## config.mk

```make
export PLATFORM = sky130hd
export DESIGN_NAME = rc_unstuffer_flat
export DESIGN_NICKNAME = d
export VERILOG_FILES = /design/src/rtl/usb_rx_pkg.sv /design/src/rtl/rc_unstuffer_if.sv /design/src/rtl/rc_unstuff_fsm.sv /design/src/rtl/rc_unstuffer.sv /design/src/flat_wrapper.sv
export SDC_FILE = /design/constraint.sdc
export NUM_CORES = 1
export LEC_CHECK = 0
export ABC_AREA = 1
export ABC_CLOCK_PERIOD_IN_PS = 1400
export CAP_MARGIN = 20
export CORE_UTILIZATION = 44
export DETAILED_ROUTE_END_ITERATION = 10
export PLACE_DENSITY_LB_ADDON = 0.08
export SETUP_SLACK_MARGIN = 0.5
export SLEW_MARGIN = 10
export SYNTH_ARGS = -nofsm -noshare
export SYNTH_HDL_FRONTEND = slang
export SYNTH_HIERARCHICAL = 1
export SYNTH_SLANG_ARGS = --single-unit
```

## constraint.sdc

```tcl
create_clock -name clk -period 1.4 [get_ports clk]
set_clock_uncertainty 0.15 [all_clocks]
set_input_delay 0.21 -clock clk [delete_from_list [all_inputs] [get_ports clk]]
set_output_delay 0.21 -clock clk [all_outputs]
set_load 0.02 [all_outputs]
```

## src/rtl/usb_rx_pkg.sv

```systemverilog
// Shared receive-path types and constants for the USB bit unstuffer.
package usb_rx_pkg;

  typedef enum logic [1:0] {
    UNS_IDLE,
    UNS_RUN,
    UNS_FLUSH,
    UNS_ERR
  } uns_state_t;

  localparam int USB_STUFF_LEN = 6;
  localparam int USB_MAX_BITS  = 90;

  // Width of a counter that must hold the value max_val.
  function automatic int cnt_width(input int max_val);
    return $clog2(max_val + 1);
  endfunction

endpackage

```

## src/rtl/rc_unstuffer_if.sv

```systemverilog
// Serial bit stream into and out of rc_unstuffer, with framing strobes and status.
interface rc_unstuffer_if #(
  parameter int MAX_BITS = usb_rx_pkg::USB_MAX_BITS
);
  localparam int CNT_W = usb_rx_pkg::cnt_width(MAX_BITS);

  // There is no backpressure: s_in is consumed on every clock while a packet is open,
  // and s_out carries a payload bit exactly in the cycles where out_valid is 1.
  logic                   s_in;
  logic                   start_unstuffer;
  logic                   end_unstuffer;
  logic                   abort;
  logic                   s_out;
  logic                   out_valid;
  logic                   start_rc_crc;
  logic                   end_rc_crc;
  logic                   stuff_error;
  logic [CNT_W-1:0]       bit_count;
  usb_rx_pkg::uns_state_t dbg_state;

  modport master (
    output s_in, start_unstuffer, end_unstuffer, abort,
    input  s_out, out_valid, start_rc_crc, end_rc_crc, stuff_error, bit_count, dbg_state
  );

  modport slave (
    input  s_in, start_unstuffer, end_unstuffer, abort,
    output s_out, out_valid, start_rc_crc, end_rc_crc, stuff_error, bit_count, dbg_state
  );

endinterface

```

## src/rtl/rc_unstuff_fsm.sv

```systemverilog
// Packet framing FSM for rc_unstuffer: state register, framing strobes, bit-acceptance qualifiers.
// Define STUFF_ERR_ABORT_EN to park the packet in UNS_ERR after a stuff violation.
module rc_unstuff_fsm
  import usb_rx_pkg::*;
(
  input  logic       clk,
  input  logic       rst_n,
  input  logic       start_unstuffer,
  input  logic       end_unstuffer,
  input  logic       abort,
  input  logic       violation,
  output logic       bit_take,
  output logic       restart,
  output uns_state_t state,
  output logic       start_rc_crc,
  output logic       end_rc_crc
);

  // A start in any state opens a new packet whose bit 0 rides on s_in in the same cycle.
  assign restart  = !abort && start_unstuffer;
  assign bit_take = restart || (!abort && (state == UNS_RUN) && !end_unstuffer);

`ifndef STUFF_ERR_ABORT_EN
  logic unused_violation;
  assign unused_violation = violation;
`endif

  always_ff @(posedge clk or negedge rst_n) begin
    if (!rst_n) begin
      state        <= UNS_IDLE;
      start_rc_crc <= 1'b0;
      end_rc_crc   <= 1'b0;
    end else begin
      start_rc_crc <= 1'b0;
      end_rc_crc   <= 1'b0;
      if (abort) begin
        state <= UNS_IDLE;
      end else if (start_unstuffer) begin
        state        <= UNS_RUN;
        start_rc_crc <= 1'b1;
        end_rc_crc   <= (state == UNS_RUN) || (state == UNS_ERR);
      end else begin
        case (state)
          UNS_IDLE: state <= UNS_IDLE;
          UNS_RUN: begin
            if (end_unstuffer) begin
              state      <= UNS_FLUSH;
              end_rc_crc <= 1'b1;
            end
`ifdef STUFF_ERR_ABORT_EN
            else if (violation) begin
              state <= UNS_ERR;
            end
`endif
          end
          UNS_FLUSH: state <= UNS_IDLE;
          UNS_ERR: begin
`ifdef STUFF_ERR_ABORT_EN
            if (end_unstuffer) begin
              state      <= UNS_FLUSH;
              end_rc_crc <= 1'b1;
            end
`else
            state <= UNS_IDLE;
`endif
          end
          default: state <= UNS_IDLE;
        endcase
      end
    end
  end

endmodule

```

## src/rtl/rc_unstuffer.sv

```systemverilog
// Receive bit unstuffer: drops the 0 following STUFF_LEN ones, frames the packet, flags violations.
// Define STUFF_ERR_ABORT_EN to stop emitting bits after a stuff violation until the packet ends.
module rc_unstuffer
  import usb_rx_pkg::*;
#(
  parameter int STUFF_LEN = USB_STUFF_LEN,
  parameter int MAX_BITS  = USB_MAX_BITS
) (
  input logic           clk,
  input logic           rst_n,
  rc_unstuffer_if.slave bus
);

  localparam int CNT_W  = cnt_width(MAX_BITS);
  localparam int ONES_W = cnt_width(STUFF_LEN);

  logic [ONES_W-1:0] ones_cnt;
  logic [CNT_W-1:0]  bit_count;
  logic              s_out_q;
  logic              out_valid_q;
  logic              stuff_error_q;

  logic              bit_take;
  logic              restart;
  logic              start_rc_crc;
  logic              end_rc_crc;
  uns_state_t        state;

  logic [ONES_W-1:0] ones_eff;
  logic [CNT_W-1:0]  bc_eff;
  logic              is_stuff;
  logic              overrun;
  logic              violation;
  logic              emit;

  rc_unstuff_fsm u_fsm (
    .clk             (clk),
    .rst_n           (rst_n),
    .start_unstuffer (bus.start_unstuffer),
    .end_unstuffer   (bus.end_unstuffer),
    .abort           (bus.abort),
    .violation       (violation),
    .bit_take        (bit_take),
    .restart         (restart),
    .state           (state),
    .start_rc_crc    (start_rc_crc),
    .end_rc_crc      (end_rc_crc)
  );

  // On a start the counters are seen as already cleared, so bit 0 is judged fresh.
  always_comb begin
    ones_eff  = restart ? '0 : ones_cnt;
    bc_eff    = restart ? '0 : bit_count;
    is_stuff  = (ones_eff == ONES_W'(STUFF_LEN));
    overrun   = !is_stuff && (bc_eff == CNT_W'(MAX_BITS));
    violation = bit_take && ((is_stuff && bus.s_in) || overrun);
    emit      = bit_take && !is_stuff && !overrun;
  end

  always_ff @(posedge clk or negedge rst_n) begin
    if (!rst_n) begin
      ones_cnt      <= '0;
      bit_count     <= '0;
      s_out_q       <= 1'b0;
      out_valid_q   <= 1'b0;
      stuff_error_q <= 1'b0;
    end else begin
      s_out_q     <= emit ? bus.s_in : 1'b0;
      out_valid_q <= emit;
      if (bit_take) begin
        ones_cnt <= (is_stuff || !bus.s_in) ? '0 : ones_eff + ONES_W'(1);
      end
      if (emit) begin
        bit_count <= bc_eff + CNT_W'(1);
      end
      if (violation) begin
        stuff_error_q <= 1'b1;
      end else if (restart) begin
        stuff_error_q <= 1'b0;
      end
    end
  end

  assign bus.s_out        = s_out_q;
  assign bus.out_valid    = out_valid_q;
  assign bus.start_rc_crc = start_rc_crc;
  assign bus.end_rc_crc   = end_rc_crc;
  assign bus.stuff_error  = stuff_error_q;
  assign bus.bit_count    = bit_count;
  assign bus.dbg_state    = state;

endmodule
```

## src/flat_wrapper.sv

```systemverilog
// flat-port wrapper written by rule: the top's interface ports become plain ports
module rc_unstuffer_flat import usb_rx_pkg::*;
#(
  parameter int STUFF_LEN = USB_STUFF_LEN,
  parameter int MAX_BITS  = USB_MAX_BITS
)
  (clk, rst_n, bus_s_in, bus_start_unstuffer, bus_end_unstuffer, bus_abort, bus_s_out, bus_out_valid, bus_start_rc_crc, bus_end_rc_crc, bus_stuff_error, bus_bit_count, bus_dbg_state);
  rc_unstuffer_if #(.MAX_BITS(MAX_BITS)) bus_i ();
  input logic clk;
  input logic rst_n;
  input wire logic [$bits(bus_i.s_in)-1:0] bus_s_in;
  input wire logic [$bits(bus_i.start_unstuffer)-1:0] bus_start_unstuffer;
  input wire logic [$bits(bus_i.end_unstuffer)-1:0] bus_end_unstuffer;
  input wire logic [$bits(bus_i.abort)-1:0] bus_abort;
  output wire logic [$bits(bus_i.s_out)-1:0] bus_s_out;
  output wire logic [$bits(bus_i.out_valid)-1:0] bus_out_valid;
  output wire logic [$bits(bus_i.start_rc_crc)-1:0] bus_start_rc_crc;
  output wire logic [$bits(bus_i.end_rc_crc)-1:0] bus_end_rc_crc;
  output wire logic [$bits(bus_i.stuff_error)-1:0] bus_stuff_error;
  output wire logic [$bits(bus_i.bit_count)-1:0] bus_bit_count;
  output wire logic [$bits(bus_i.dbg_state)-1:0] bus_dbg_state;
  assign bus_i.s_in = bus_s_in;
  assign bus_i.start_unstuffer = bus_start_unstuffer;
  assign bus_i.end_unstuffer = bus_end_unstuffer;
  assign bus_i.abort = bus_abort;
  assign bus_s_out = bus_i.s_out;
  assign bus_out_valid = bus_i.out_valid;
  assign bus_start_rc_crc = bus_i.start_rc_crc;
  assign bus_end_rc_crc = bus_i.end_rc_crc;
  assign bus_stuff_error = bus_i.stuff_error;
  assign bus_bit_count = bus_i.bit_count;
  assign bus_dbg_state = bus_i.dbg_state;
  rc_unstuffer #(.STUFF_LEN(STUFF_LEN), .MAX_BITS(MAX_BITS)) u_core (.clk(clk), .rst_n(rst_n), .bus(bus_i));
endmodule
```

==> metrics.yaml <==
finish:
  final_area_sq_um: 1580
  layout_common_cells: "29 x nand2_1, 18 x buf_6, 17 x buf_4, 14 x dfrtp_1, 10 x inv_1"
  utilization_pct: 78.94
  mostFrequentLayoutCell: "nand2_1"
  fillers: 118
  multi_input_area_sq_um: 609.3
  seqCellArea_sq_um: 429.2
  n_antenna_cell: 0
  area_growth_pct: 64.45
  layout.nets: 172
  drive_gt1_share_pct: 50.93
  stdcell_count: 188
flow_run:
  cap_violations: 0
sta:
  clock.fmax_mhz: 679.1
  finalHoldViolations: 0
  worst_slack_ps: -72.45
  min_period_ps: 1472
  worstMarginPinSlew_ps: 223.7
  max_slew_margin_pct: 85.08
  whs_ps: 67.17
  grt_setup_unrepaired: "true"
  finalMaxSlewViolations: 0
  setup-violations-final: 11
  fin_crit_sh_pct: 105.2
place:
  hpwl_mm: 1.474
  placement.io_buffers: 19
  dp_cells: 178
  dpl_cell_area_sq_um: 1378
  gp_congestion: 0.8039
drt:
  via_per_inst: 4.633
  drt_pass1_iterations: 4
  drt_iter0_markers: 16
  drc: 0
  routed_wl_mm: 2.235
  vias: 871
  wl_per_cell_um: 11.89
  antenna_left: 0
clock_tree:
  cts_buffers: 3
  cts_hold_buffers: 0
  cts.htree.levels: 1
  cts_sinks: 17
  root_buffer: "clkbuf_4"
  clockBufferDepth: 2
  cts_tree: "done"
  clock_latency_ps: 310
  cts.clk_slew.worst_paths_ps: 110
power_and_ir_drop:
  power_frac_comb_pct: 46.1
  p_sw_share_pct: 36.18
  cellInternalPower_w: 0.001064
  max-vdd-ir-drop_mv: 0.8025
  powerDensity_nw_per_um2: 1055
  seqPwrFrac_pct: 37.0
  p_switching_w: 0.0006031
  p_clk_share_pct: 16.9
  leakagePower_nw: 0.7889
setup_path:
  crit_type: "register to register"
  ff2ff_path_depth: 10
  critPathRequiredTime_ps: 1450
  cp-startpoint: "u_core/bus.bit_count[1]$_DFFE_PN0P_"
  reg2reg_to: "u_core/bus.bit_count[5]$_DFFE_PN0P_"
  start_kind: "register"
  endpoint_kind: "register"
  cp_max_fo: 5
  rr_startpoint: "u_core/bus.bit_count[1]$_DFFE_PN0P_"
  arrival_ps: 1530
  rrSetupSlack_ps: -70
floorplan:
  initial_core_util_pct: 48.00
  pin_count: 20
  row_count: 16
  die_w_um: 48.73
  dieArea_sq_um: 2375
  coreArea_sq_um: 2002
  fp.dieH_um: 48.73
logic_synthesis:
  synth_warnings: 6
  synth_nets: 124
  postSynthCellCount: 114
  synth_area_sq_um: 960.9
  synth_area_per_cell_sq_um: 8.429
global_routing:
  grt.total_usage_pct: 21.33
  antenna_found_initial: 0
  grt_pass1_wl_mm: 3.774
  first_global_vias: 863
  grt_max_degree: 18
  overflow: 0
outcome:
  outcome: "finished with violations"
  failed_checks: "negative setup slack"
min_path:
  hp-class: "primary input to asynchronous set/reset pin"
sequential cells by signal (all words and copies together) (netlist names):
name / cells
u_core/bus.bit_count: 7
u_core/bus.out_valid: 1
u_core/bus.s_out: 1
u_core/bus.stuff_error: 1
u_core/ones_cnt: 3
u_core/u_fsm/end_rc_crc: 1
u_core/u_fsm/start_rc_crc: 1
u_core/u_fsm/state: 2
how the worst max path moves through the flow:
stage	endpoint	slack (ps)
3_3_place_gp	u_core/bus.bit_count[6]$_DFFE_PN0P_	-740
6_report	u_core/bus.bit_count[5]$_DFFE_PN0P_	-70
5_1_grt	u_core/bus.stuff_error$_DFFE_PN0P_	-140
2_1_floorplan	u_core/bus.bit_count[4]$_DFFE_PN0P_	-100
3_5_place_dp	u_core/bus.bit_count[6]$_DFFE_PN0P_	-760
4_1_cts	u_core/bus.bit_count[3]$_DFFE_PN0P_	-60
through the flow:
step                      total power (W)  setup slack, ps  TNS [ps]
after global routing             0.001758           -140.0     -1353
after floorplan                 0.0009491           -96.45    -568.8
after CTS                        0.001630           -64.11    -413.9
after detailed placement         0.001255           -755.4     -9417
after global placement           0.001251           -740.3     -9130
final                            0.001667           -72.45    -550.5
critical path, stage by stage (launching register included):
cell     delay, ps
dfrtp_2        390
inv_2           50
nor2_4         120
ha_4           150
nand2_4         40
nor2_4         150
nand2_8         90
nand2_8         80
nor2_8          50
nand2_2         50
nand2_1         50
layout make-up:
| cell class | count | share of cell area (%) |
|---|---|---|
| sequential | 17 | 27.16 |
| tap | 27 | 2.138 |
| timing repair buffer | 42 | 25.26 |
| multi-input combinational | 81 | 38.56 |
| inverter | 17 | 5.226 |
| clock buffer | 4 | 1.663 |
what timing repair did:
item | CTS | global route
gates cloned | 1 | 0
endpoints found under the setup margin | 31 | 30
gates resized for setup | 103 | 14
pin swaps | 6 | 6
setup buffers | 2 | 3
power groups by stage:
stage | Combinational, W | Clock [W] | Sequential, W
4_1_cts | 0.000729 | 0.000286 | 0.000615
3_5_place_dp | 0.000638 | 0 | 0.000617
5_1_grt | 0.000826 | 0.000305 | 0.000627
6_report | 0.000769 | 0.000282 | 0.000617
2_1_floorplan | 0.000253 | 0 | 0.000696
3_3_place_gp | 0.000636 | 0 | 0.000615
metal layers:
layer / global-route usage (%) / vias to the layer above / part of all wire, %
li1: - / 451 / -
met1: 27.47 / 395 / 44
met2: 35.19 / 20 / 50
met3: 2.830 / 5 / 3.2
met4: 10.29 / 0 / 2.8
met5: 0 / - / 0
No activity file was read; power rests on OpenSTA's default activity.
==> RTL edit 1 (same settings) <==
The option `STUFF_ERR_ABORT_EN` is turned on by a define.
--- a/src/rtl/rc_unstuff_fsm.sv
+++ b/src/rtl/rc_unstuff_fsm.sv
@@ -1,4 +1,6 @@
 // Packet framing FSM for rc_unstuffer: state register, framing strobes, bit-acceptance qualifiers.
 // Define STUFF_ERR_ABORT_EN to park the packet in UNS_ERR after a stuff violation.
+`define STUFF_ERR_ABORT_EN
+
 module rc_unstuff_fsm
   import usb_rx_pkg::*;
Check against the original RTL: not equivalent (a bounded check fails within 10 cycles, from zero or initial values and one cycle with rst_n low).
==> RTL edit 1 against the original RTL <==
The flow still finishes with violations (setup timing). Power rose by 3.6%. Routed wire length rose by 24%. Synthesized area rose by 2.5%. Worst setup slack got worse by 130 ps. Sequential share of layout area fell by 2.3 points. Sequential cell count did not move. Final area rose by 9.1%.
==> RTL edit 1: results (changes against the original RTL) <==
status -> finished, violations left
failing checks -> setup timing
GPL Wtd Cong -> 0.795 (-1.1%)
clock latency on the worst-skew pair -> 290 ps (-20 ps)
setup ws final -> -202 ps (-129 ps)
GR Layer Usage met2 -> 0.418 (+0.0660)
first-pass GRT wire length -> 4370 um (+16%)
multi-input combinational area share -> 0.386 (+0.000479)
R2R Setup Slk -> -190 ps (-120 ps)
Max FO, Critical Path -> 6 (+1)
sequential share of cell area -> 0.248 (-0.0234)
# setup viols final -> 14 (+3)
number of nets in the layout -> 186 (+8.1%)
Reg2Reg Depth -> 13 (+3)
Post-DP HPWL -> 1830 um (+24%)
initial DRC count -> 41 (+25)
GR Layer Usage met1 -> 0.304 (+0.0296)
TNS Setup -> -2040 ps (-1490 ps)
clk cell area share -> 0.0152 (-0.00139)
Crit-path slowest cell -> dlygate4sd2_1
DR vias -> 993 (+14%)
total net switching power -> 650 uW (+7.8%)
Setup crit end -> u_core/u_fsm/state[1]
measured slew at the worst slew-check pin -> 229 ps (+4.91 ps)
Non-clk bufs -> 52 (+24%)
Data buffer area share -> 0.284 (+0.0312)
CP max stage delay -> 270 ps (-120 ps)
vias in the first global route -> 969 (+12%)
fraction of layout cells with a size suffix above 1 -> 0.571 (+0.0621)
Worst Setup SP -> bus_abort
RTL edit 1: through the flow:
| step | total power, uW | worst slack, ps | cells | utilization | area (um^2) |
|---|---|---|---|---|---|
| after floorplan | 980 | -264 | 118 | - | 1080 |
| after global placement | 1310 | -700 | 188 | 0.737 | 1510 |
| after detailed placement | 1330 | -780 | 188 | 0.737 | 1510 |
| after global routing | 1810 | -265 | 202 | 0.844 | 1720 |
| after CTS | 1690 | -205 | 199 | 0.803 | 1640 |
| final | 1730 | -202 | 202 | 0.844 | 1720 |
RTL edit 1: how the worst min path moves through the flow:
stage,start,to,slack [ps],cells after the start
2_1_floorplan,rst_n,u_core/bus.bit_count[0],-240,0
3_3_place_gp,u_core/bus.stuff_error,u_core/bus.stuff_error,330,2
3_5_place_dp,u_core/bus.stuff_error,u_core/bus.stuff_error,370,2
4_1_cts,rst_n,u_core/ones_cnt[0],80,2
5_1_grt,rst_n,u_core/ones_cnt[2],100,2
6_report,rst_n,u_core/ones_cnt[0],80,2
RTL edit 1: repair_timing:
item	in CTS	in global routing
cloned	1	0
setup buffers	6	3
hold endpoints to repair	0	0
setup endpoints to repair	30	29
gates resized for setup	94	18
pin swaps	14	6
RTL edit 1: power by group through the flow:
stage / combinational (uW) / sequential, uW / clock [uW]
global route: 884 / 634 / 296
floorplan: 273 / 707 / 0
CTS: 781 / 623 / 286
detailed placement: 703 / 624 / 0
finish: 826 / 628 / 273
global placement: 686 / 624 / 0
RTL edit 1: cell families after synthesis:
family,after synthesis,share of synthesized area
flops,17,0.432
xor+xnor,4,0.0356
fa+ha+maj,4,0.0508
compound gates,7,0.0381
simple gates,69,0.376
buf+inv,17,0.0673
RTL edit 1: metal layers:
metal,vias up,wire length [um]
met5,-,0
met4,0,65
met3,10,123
met2,30,1350
met1,470,1240
li1,483,-
==> RTL edit 2 (same flow settings) <==
Made on the original files. Reset style: synchronous (`rst_n`), changed in 2 clocked blocks.
--- a/src/rtl/rc_unstuff_fsm.sv
+++ b/src/rtl/rc_unstuff_fsm.sv
@@ -26,5 +26,5 @@
 `endif
 
-  always_ff @(posedge clk or negedge rst_n) begin
+  always_ff @(posedge clk) begin
     if (!rst_n) begin
       state        <= UNS_IDLE;
--- a/src/rtl/rc_unstuffer.sv
+++ b/src/rtl/rc_unstuffer.sv
@@ -58,5 +58,5 @@
   end
 
-  always_ff @(posedge clk or negedge rst_n) begin
+  always_ff @(posedge clk) begin
     if (!rst_n) begin
       ones_cnt      <= '0;
Formal check against the unedited RTL: differs if rst_n is asserted again (counterexample within 4 cycles, from zero or initial values and one cycle with rst_n low); with rst_n held inactive, the same outputs for 10 cycles.
==> RTL edit 2 against the original RTL <==
The flow still finishes with violations (setup timing). Worst setup slack worse by 190 ps. Routed wire length is 73% higher. Synthesized area is 2.0% higher. Sequential share of layout area is 6.8 points lower. Sequential cell count stayed put. Final area is 14% higher. Largest cell class unchanged.
Power is not compared: it rests on default switching activity, and its combinational part moved more than twofold at a synthesized area within 25%.
==> RTL edit 2: results (changes against the original RTL) <==
number of nets in the layout -> 215 (+25%)
Cells after DPL -> 210 (+18%)
Max Root-Sink Buffers -> 2 (unchanged)
CTS buffer count -> 3 (unchanged)
failing checks -> setup timing
DP Worst Slack -> -792 ps (-37.0 ps)
status -> finished, violations left
P_leak -> 0.000817 uW
setup ws final -> -267 ps (-195 ps)
synth warn -> 6 (unchanged)
Synth Net Count -> 158 (+27%)
Post-DP HPWL -> 1780 um (+21%)
Setup crit end -> u_core/bus.bit_count[6]
Worst Setup SP -> u_core/bus.bit_count[0]
worst hold stages -> 5
relative slew slack -> 0.726 (-0.125)
Largest regs -> u_core/bus.bit_count: 7 flops, u_core/ones_cnt: 3 flops, u_core/u_fsm/state: 2 flops
Synth Instances -> 148 (+30%)
initial antenna violation count -> 0 (unchanged)
vias in the first global route -> 1133 (+31%)
Max FO, Critical Path -> 3 (-2)
DR vias/cell -> 5.37 (+16%)
wire per inst -> 16.7 um (+41%)
GPL Wtd Cong -> 0.808 (+0.49%)
VDD IR-drop max -> 0.000631 V
min-delay worst type -> input pin to flop
fraction of layout cells with a size suffix above 1 -> 0.613 (+0.103)
clk slew on worst S/H paths -> 100 ps
largest net degree at the start of global routing -> 10 (-8)
clock latency on the worst-skew pair -> 300 ps
fin cells -> 231 (+23%)
Total Routing Usage GR -> 0.272 (+0.0587)
Post-DP Area -> 1400 um^2 (+1.7%)
first-pass GRT wire length -> 4920 um (+30%)
# setup viols final -> 14 (+3)
DRT Pass-1 Iters -> 4 (unchanged)
initial DRC count -> 46 (+30)
diode count -> 0 (unchanged)
Clk Tree Root Cell -> clkbuf_4
WP data arrival -> 1710 ps (+180 ps)
IO buf count -> 19 (unchanged)
fillers -> 99 (-16%)
H-tree levels -> 1 (unchanged)
Reg2Reg Depth -> 11 (+1)
-- RTL edit 2: per-stage QoR --
step            util  TNS [ps]
4_1_cts        0.813     -1030
3_5_place_dp   0.693     -9430
2_1_floorplan      -      -690
6_report       0.895     -1920
3_3_place_gp   0.693     -9010
5_1_grt        0.895     -2650
-- RTL edit 2: final cells by class --
class / instances / area share
multi-input combinational: 104 / 0.420
timing repair buffer: 52 / 0.271
sequential: 17 / 0.204
inverter: 26 / 0.0678
tap: 27 / 0.0187
clock buffer: 4 / 0.0145
timing repair inverter: 1 / 0.00415
-- RTL edit 2: worst min-delay path by stage --
stage                           start                   endpoint  slack (ps)
3_3_place_gp   u_core/bus.stuff_error     u_core/bus.stuff_error         310
3_5_place_dp   u_core/bus.stuff_error     u_core/bus.stuff_error         310
5_1_grt           bus_start_unstuffer  u_core/u_fsm/start_rc_crc         220
2_1_floorplan     bus_start_unstuffer  u_core/u_fsm/start_rc_crc         180
6_report          bus_start_unstuffer  u_core/u_fsm/start_rc_crc         220
4_1_cts                     bus_abort  u_core/u_fsm/start_rc_crc         200
-- RTL edit 2: critical path, cell delays in order, from the launching register on --
cell and delay [ps]:
dfxtp_4 370, inv_2 50, nor2_4 120, buf_6 130
ha_4 150, nand2_4 60, nor2_4 110, nand3_2 70
nand2_1 90, nand2_1 80, nor2_1 120, nor2_1 70
-- RTL edit 2: routing by layer --
layer  up-vias  track usage  wire length [um]
met5         -            0                 0
met4         0        0.196               212
met3        24       0.0530               203
met2        61        0.473              1990
met1       589        0.290              1460
li1        567            -                 -
-- RTL edit 2: power breakdown --
part,switching (uW),internal [uW],total [uW]
Combinational,213,166,379
Sequential,21.0,505,526
Clock,159,111,270
-- RTL edit 2: what timing repair did --
action	4_1_cts	5_1_grt
pin swaps	31	16
setup buffers	8	7
setup endpoints to repair	31	30
resized for setup	129	35
cloned	2	0
